==> config.mk <==
export PLATFORM = sky130hd
export DESIGN_NAME = ex_stage
export DESIGN_NICKNAME = d
export VERILOG_FILES = /design/src/rtl/ex_stage.sv
export SDC_FILE = /design/constraint.sdc
export NUM_CORES = 1
export LEC_CHECK = 0
export CAP_MARGIN = 20
export CORE_MARGIN = 2
export CORE_UTILIZATION = 43
export CTS_CLUSTER_DIAMETER = 30
export DETAILED_ROUTE_END_ITERATION = 6
export MAX_ROUTING_LAYER = met4
export PLACE_DENSITY = 0.75
export SLEW_MARGIN = 0
export SYNTH_ARGS = -nofsm -noshare
export SYNTH_HDL_FRONTEND = slang
export SYNTH_SLANG_ARGS = --single-unit
==> constraint.sdc <==
create_clock -name clk -period 3.2 [get_ports clk]
set_input_delay 0.8 -clock clk [delete_from_list [all_inputs] [get_ports clk]]
set_output_delay 0.8 -clock clk [all_outputs]
set_load 0.01 [all_outputs]
==> src/rtl/ex_stage.sv <==
// Execute stage of the IITB-RISC-23 pipeline.
// Holds the ALU, the predication logic, the architectural condition-code
// register (C, Z) and branch/jump resolution. Results are registered into
// the EX/MEM register, which supports stall and flush.
module ex_stage (
    input  logic        clk,
    input  logic        rst_n,
    input  logic        stall,
    input  logic        flush,
    input  logic [15:0] opA,
    input  logic [15:0] opB,
    input  logic [15:0] store_data,
    input  logic [15:0] imm_eff,
    input  logic [15:0] pc,
    input  logic [15:0] pc2,
    input  logic [2:0]  alu_op,
    input  logic        invert_b,
    input  logic        use_carry_in,
    input  logic        pred_en,
    input  logic [1:0]  pred_cz,
    input  logic        pred_is_w,
    input  logic        rf_we_cand,
    input  logic [2:0]  rf_waddr,
    input  logic [1:0]  wb_sel,
    input  logic        mem_rd,
    input  logic        mem_wr,
    input  logic        ccr_we_C_cand,
    input  logic        ccr_we_Z_cand,
    input  logic        is_branch,
    input  logic [1:0]  br_type,
    input  logic        is_jump,
    input  logic        is_link,
    input  logic        jump_is_reg,
    input  logic        ld_z_we,
    input  logic        ld_z,
    output logic        redirect_valid,
    output logic [15:0] redirect_pc,
    output logic        c_flag,
    output logic        z_flag,
    output logic [15:0] mem_alu_result,
    output logic [15:0] mem_store_data,
    output logic [15:0] mem_pc2,
    output logic        mem_rf_we,
    output logic [2:0]  mem_rf_waddr,
    output logic [1:0]  mem_wb_sel,
    output logic        mem_rd_o,
    output logic        mem_wr_o
);

    localparam logic [2:0] ALU_ADD    = 3'd0;
    localparam logic [2:0] ALU_NAND   = 3'd1;
    localparam logic [2:0] ALU_SUB    = 3'd2;
    localparam logic [2:0] ALU_PASS_B = 3'd3;

    logic        ze_s;
    logic        pred_s;
    logic [15:0] b_eff_s;
    logic        cin_s;
    logic [16:0] sum_s;
    logic [15:0] result_s;
    logic        carry_s;
    logic        zero_s;
    logic        br_cond_s;
    logic [15:0] br_tgt_s;
    logic [15:0] jmp_tgt_s;

    // Effective Z (forwarding the older load's zero flag) and the predicate.
    always_comb begin
        ze_s   = z_flag;
        pred_s = 1'b1;
        if (ld_z_we) begin
            ze_s = ld_z;
        end else begin
            ze_s = z_flag;
        end
        if (!pred_en || pred_is_w) begin
            pred_s = 1'b1;
        end else begin
            case (pred_cz)
                2'b10:   pred_s = c_flag;
                2'b01:   pred_s = ze_s;
                default: pred_s = 1'b1;
            endcase
        end
    end

    // ALU datapath; opcodes that do not produce a carry leave C as it is.
    always_comb begin
        b_eff_s  = invert_b ? ~opB : opB;
        cin_s    = use_carry_in ? c_flag : 1'b0;
        sum_s    = 17'd0;
        result_s = 16'h0000;
        carry_s  = c_flag;
        case (alu_op)
            ALU_ADD: begin
                sum_s    = {1'b0, opA} + {1'b0, b_eff_s} + {16'd0, cin_s};
                result_s = sum_s[15:0];
                carry_s  = sum_s[16];
            end
            ALU_NAND: begin
                result_s = ~(opA & b_eff_s);
            end
            ALU_SUB: begin
                sum_s    = {1'b0, opA} + {1'b0, ~opB} + 17'd1;
                result_s = sum_s[15:0];
                carry_s  = sum_s[16];
            end
            ALU_PASS_B: begin
                result_s = opB;
            end
            default: begin
                result_s = 16'h0000;
            end
        endcase
        zero_s = (result_s == 16'h0000);
    end

    // Branch condition (unsigned compares) and branch/jump targets.
    always_comb begin
        case (br_type)
            2'b00:   br_cond_s = (opA == opB);
            2'b01:   br_cond_s = (opA < opB);
            2'b10:   br_cond_s = (opA <= opB);
            default: br_cond_s = 1'b0;
        endcase
        br_tgt_s = pc + imm_eff;
        if (jump_is_reg) begin
            if (is_link) begin
                jmp_tgt_s = opB;
            end else begin
                jmp_tgt_s = opA + imm_eff;
            end
        end else begin
            jmp_tgt_s = br_tgt_s;
        end
    end

    // Redirect to fetch; control flow ignores predication but a stalled EX
    // must not redirect because the instruction will be re-presented.
    always_comb begin
        redirect_valid = !stall && ((is_branch && br_cond_s) || is_jump);
        if (is_jump) begin
            redirect_pc = jmp_tgt_s;
        end else begin
            redirect_pc = br_tgt_s;
        end
    end

    // Condition-code register; EX writes win over the load-zero write
    // because EX holds the younger instruction.
    always_ff @(posedge clk or negedge rst_n) begin
        if (!rst_n) begin
            c_flag <= 1'b0;
            z_flag <= 1'b0;
        end else if (!stall && !flush) begin
            if (ccr_we_C_cand && pred_s) begin
                c_flag <= carry_s;
            end
            if (ccr_we_Z_cand && pred_s) begin
                z_flag <= zero_s;
            end else if (ld_z_we) begin
                z_flag <= ld_z;
            end
        end
    end

    // EX/MEM pipeline register: stall holds, flush inserts a bubble, and a
    // failed predicate turns the instruction into a no-op.
    always_ff @(posedge clk or negedge rst_n) begin
        if (!rst_n) begin
            mem_alu_result <= 16'h0000;
            mem_store_data <= 16'h0000;
            mem_pc2        <= 16'h0000;
            mem_rf_we      <= 1'b0;
            mem_rf_waddr   <= 3'd0;
            mem_wb_sel     <= 2'd0;
            mem_rd_o       <= 1'b0;
            mem_wr_o       <= 1'b0;
        end else if (stall) begin
            mem_alu_result <= mem_alu_result;
        end else if (flush) begin
            mem_alu_result <= 16'h0000;
            mem_store_data <= 16'h0000;
            mem_pc2        <= 16'h0000;
            mem_rf_we      <= 1'b0;
            mem_rf_waddr   <= 3'd0;
            mem_wb_sel     <= 2'd0;
            mem_rd_o       <= 1'b0;
            mem_wr_o       <= 1'b0;
        end else begin
            mem_alu_result <= result_s;
            mem_store_data <= store_data;
            mem_pc2        <= pc2;
            mem_rf_we      <= rf_we_cand && pred_s;
            mem_rf_waddr   <= rf_waddr;
            mem_wb_sel     <= wb_sel;
            mem_rd_o       <= mem_rd && pred_s;
            mem_wr_o       <= mem_wr && pred_s;
        end
    end

endmodule

# Yosys cells after proc, flatten, opt, wreduce, memory -nomap -nowiden
# Index checks and enable logic that the tools add are counted.
[word_totals]
regBits = 58
inputBits = 127
out_inout_bits = 75
wordCells = 67
[op_classes]
addsub = 6
order_cmp = 2
n_eq_ne = 8
n_mux = 20
bitwise = 3
n_reduce_logical = 18
[ops]
columns = ["op", "count"]
rows = [
  ["2-to-1 mux 16 bit", 7],
  ["case mux 16 bit (4 select lines)", 1],
  ["adder 16 x 16 -> 17 bit", 2],
  ["adder 16 bit", 2],
  ["inverter 16 bit", 2],
  ["adder 17 x 1 -> 17 bit", 1],
  ["adder 17 x 1 -> 17 bit, second input constant", 1],
  ["bitwise AND 16 bit", 1],
  ["== test 16 bit", 1],
  ["less-or-equal comparator 16 bit", 1],
  ["logical NOT 16 bit", 1],
  ["less-than comparator 16 bit", 1],
  ["logical AND 1 bit", 8],
  ["2-to-1 mux 1 bit", 7],
  ["== test 3 x 2 -> 1 bit, second input constant", 2],
  ["== test 2 x 1 -> 1 bit, second input constant", 2],
  ["== test 2 bit, second input constant", 2],
  ["case mux 1 bit (2 select lines)", 2],
  ["== test 3 x 1 -> 1 bit, second input constant", 1],
  ["logical NOT 1 bit", 3],
  ["logical NOT 3 bit", 1],
  ["2-to-1 mux 3 bit", 1],
  ["case mux 1 bit (3 select lines)", 1],
  ["AND reduction 3 bit", 1],
  ["4 further kinds", 5],
]

# Logic depth before layout (Yosys ltp)
[logic_depth]
depth_word = 7
depth_mapped = 14
mapped_depth_nobuf = 13

# Least setup slack after synthesis
# OpenSTA, ideal clock, no wires.
[synth_path]
path_type = "in2reg"
from = "in invert_b"
to = "reg z_flag"
setup_ns = 0.092
t_arrival_ns = 4.639
required_time_ns = 3.108
path_slack_ns = -1.531
stages = 13
path_buffers = 2
cell_sequence = "clkbuf_1 > buf_1 > xor2_1 > fa_1 > fa_1 > a211oi_1 > nor2_2 > o221a_1 > or4_1 > and3_1 > a221o_1 > or4_1 > o31ai_2"
[synth_via]
elab_chain_len = 6
elab_cells_between_ends = 8
classes_between = "add/sub: 2; mux: 3; bitwise: 2; reduce/logical: 1"
[synth_rtl]
columns = ["item", "line", "rtl"]
rows = [
  ["from (decl)", "17", "input logic invert_b,"],
  ["2-to-1 mux 16 bit *", "89", "b_eff_s = invert_b ? ~opB : opB;"],
  ["adder 16 x 16 -> 17 bit or bitwise AND 16 bit (tied branches)", "96, 101", ""],
  ["adder 17 x 1 -> 17 bit or inverter 16 bit (tied branches)", "96, 101", ""],
  ["case mux 16 bit (4 select lines) *", "94", "case (alu_op)"],
  ["logical NOT 16 bit *", "115", "zero_s = (result_s == 16'h0000);"],
  ["2-to-1 mux 1 bit *", "159", "if (ccr_we_Z_cand && pred_s) begin"],
  ["to (signal assigned)", "160", "z_flag <= zero_s;"],
  ["to (signal assigned)", "162", "z_flag <= ld_z;"],
  ["to (decl)", "39", "output logic z_flag,"],
]
# Mark *: on every way between the ends. The rest lies on a longest branch, timed or not.
# A chain may end at the register's enable or synchronous reset.

# Worst setup path in the final report
[layout_path]
from = "in opA[0]"
to = "out redirect_pc[8]"
[layout_via]
elab_chain_len = 4
[layout_rtl]
columns = ["item", "line", "rtl"]
rows = [
  ["from (decl)", "10", "input logic [15:0] opA,"],
  ["adder 16 bit", "131", "jmp_tgt_s = opA + imm_eff;"],
  ["2-to-1 mux 16 bit", "128", "if (is_link) begin"],
  ["2-to-1 mux 16 bit", "127", "if (jump_is_reg) begin"],
  ["2-to-1 mux 16 bit", "142", "if (is_jump) begin"],
  ["to (decl)", "37", "output logic [15:0] redirect_pc,"],
]
# No other way between the ends.

==> results_dict.tcl <==
set metrics [dict create \
    synth_area_mm2 0.00623 \
    clkSinkCount 58 \
    cap_viol_max_count 0 \
    wl_per_cell_um 17.4 \
    grt_max_degree 47 \
    cts_made_buffers 9 \
    grt_pass1_vias 7554 \
    drv_slew 0 \
    status "finished, violations left" \
    core_area_mm2 0.0140 \
    ys_types 67 \
    ios 202 \
    synth_area_per_cell_um2 8.00 \
    grt_antenna_before_repair 5 \
    worstSetupPathType "in -> out" \
    root_buffer "clkbuf_16" \
    end_kind "output pin" \
    rsz0062_at_grt "yes" \
    ant_nets 0 \
    final_cell_mix "buf_4 (227), clkdlybuf4s50_1 (137), nand2_1 (81)" \
    wirelength_mm 24.2 \
    finalClockSkew_ps 5.24 \
    leakage_uw 0.00512 \
    final_common_cell "buf_4" \
    synth_nets 975 \
    hold_viol_final 0 \
    setup_slack_ps -580 \
    ys_seq_elements 58 \
    yosysSeqAreaShare 0.233 \
    rows 43 \
    drcViolationCount 0 \
    cts_tree "built" \
    nets 1398 \
    hold_class "reg -> reg" \
    die_area_mm2 0.0155 \
    synth_edf_count 0 \
    worstPathArrival_ps 2980 \
    ir_drop_mv 0.277 \
    critPathLaunchType "input pin" \
    drive_above_1_share 0.374 \
    period_share 1.18 \
    vias 7693 \
    tightest_slew_ps 916 \
    worstPathMaxFanout 4 \
    cts-htree-levels 3 \
    initial_utilization 0.444 \
    overflow 0 \
    dp_hpwl_mm 17.2 \
    portBuffers 201 \
    die_w_um 124 \
    max_freq_ghz 0.265 \
    period_needed_ps 3780 \
    synth_cells 779 \
    required_ps 2400 \
    cts.path.max_buffers 2 \
    synth_warnings 0 \
    drt_iter0_markers 446 \
    power_density_mw_per_mm2 336 \
    hold_buffers 0 \
    fillers 874 \
    final_util 0.812 \
    async_reset_ff_frac 1.00 \
    setup_tns_ps -7310 \
    firstDrtPassIters 6 \
    grt_first_pass_wirelength_mm 36.5 \
    area_delta_synth_final_pct 82.9 \
    setup_viol 19 \
    violations "negative setup slack" \
    clk_pin_slew_ps 50 \
    ys.flop_type "dfrtp_1" \
    vias_per_cell 5.53 \
    insertion_delay_ps 320 \
    relSlewSlack 0.389 \
    die_h_um 124 \
    gp_congestion 0.929 \
    track_usage 0.290 \
]
-- cells by family (layout without fill, tap and decap cells) --
logic type,Yosys count,after routing,synth area share
buffers and inverters,72,500,0.0506
AOI/OAI and AO/OA,256,256,0.263
other,0,5,0
muxes,13,13,0.0253
xor gates and xnor gates,61,61,0.0857
adders and majority gates,69,69,0.145
and+or+nand+nor,250,250,0.198
DFF,58,58,0.233
-- timing repair --
action                                  4_1_cts  5_1_grt
pin swaps                                   113       75
buffers inserted                             13       19
resized for setup                           270       81
endpoints found under the setup margin       30       25
cloned                                        0        0
-- worst max-delay path, cell delays in order --
cell,delay (ps)
buf_12,100
ha_4,150
inv_4,30
fa_2,410
nor2b_4,140
o21ai_2,70
nand2b_1,110
a21o_1,190
a31o_4,240
buf_6,120
a21oi_4,40
xnor2_1,140
mux2i_1,120
o21ai_1,150
buf_2,150
-- area by class of cell --
| class | instances | area [um2] | area share |
|---|---|---|---|
| clock inverters | 1 | 5.00 | 0.000439 |
| flip-flops and latches | 58 | 1450 | 0.127 |
| multi-input cells | 649 | 5420 | 0.475 |
| diodes | 5 | 12.5 | 0.00110 |
| clock buffers | 15 | 298 | 0.0261 |
| repair buffers | 447 | 3830 | 0.336 |
| well taps | 180 | 225 | 0.0198 |
| inverters | 37 | 154 | 0.0135 |
-- flip-flops by register name, indices dropped and copies added (netlist names) --
name	cells
c_flag	1
mem_alu_result	16
mem_pc2	16
mem_rd_o	1
mem_rf_waddr	3
mem_rf_we	1
mem_store_data	16
mem_wb_sel	2
mem_wr_o	1
z_flag	1
-- metal layers --
layer,vias up,GRT usage,share of wire
met3,48,0.0468,0.060
met2,319,0.495,0.50
met5,-,-,0
met4,0,0.0905,0.023
li1,3678,-,-
met1,3648,0.351,0.42
-- power breakdown --
part           leakage (uW)  internal (uW)  switching [uW]
logic               0.00421           1110             944
clock network      0.000152            627             312
registers          0.000762            800            41.9
total               0.00512           2540            1300
-- cell usage after synthesis (all sizes together), types with 4 or more instances --
master,instances,area (um2)
o21ai,85,429
nand2,81,304
ha,64,801
dfrtp,58,1450
a21oi,51,259
nand2b,47,294
nor2,44,168
inv,37,139
xor2,33,289
xnor2,28,245
clkbuf,26,97.6
a211oi,22,165
nor3,17,85.1
nand3,15,75.1
a21o,14,105
a22o,12,106
o21a,10,75.1
buf,9,78.8
mux2i,9,90.1
nor2b,9,56.3
a31oi,8,50.1
and3,8,50.1
o211ai,7,52.6
o21bai,7,52.6
o31ai,7,57.6
or3,6,37.5
fa,5,100
nand4,5,31.3
a21boi,4,30.0
o22ai,4,25.0
or4,4,30.0
-- stage by stage --
stage / hold WS [ps] / cells / setup slack (ps) / total power, uW / instance area (um2)
6_report: 481 / 1392 / -580 / 3830 / 11400
5_1_grt: 503 / 1392 / -669 / 4030 / 11400
4_1_cts: 486 / 1369 / -665 / 3660 / 10900
3_5_place_dp: 472 / 1343 / -1490 / 2610 / 10100
3_3_place_gp: 466 / 1343 / -1490 / 2580 / 10100
2_1_floorplan: 504 / 779 / -822 / 1700 / 6450
-- path summary, 6_finish.rpt --
| path | startpoint | slack [ps] | depth (start not counted) | to |
|---|---|---|---|---|
| worst max-delay path | opA[0] | -580 | 15 | redirect_pc[8] |
| worst min-delay path | mem_alu_result[13] | 480 | 2 | mem_alu_result[13] |
| worst max register to register | c_flag | -250 | 11 | z_flag |
| worst min register to register | mem_alu_result[13] | 480 | 2 | mem_alu_result[13] |
| max in group asynchronous | rst_n | 1850 | 2 | mem_pc2[7] |
| min in group asynchronous | rst_n | 610 | 1 | mem_store_data[11] |
No activity file was read; power rests on OpenSTA's default activity.
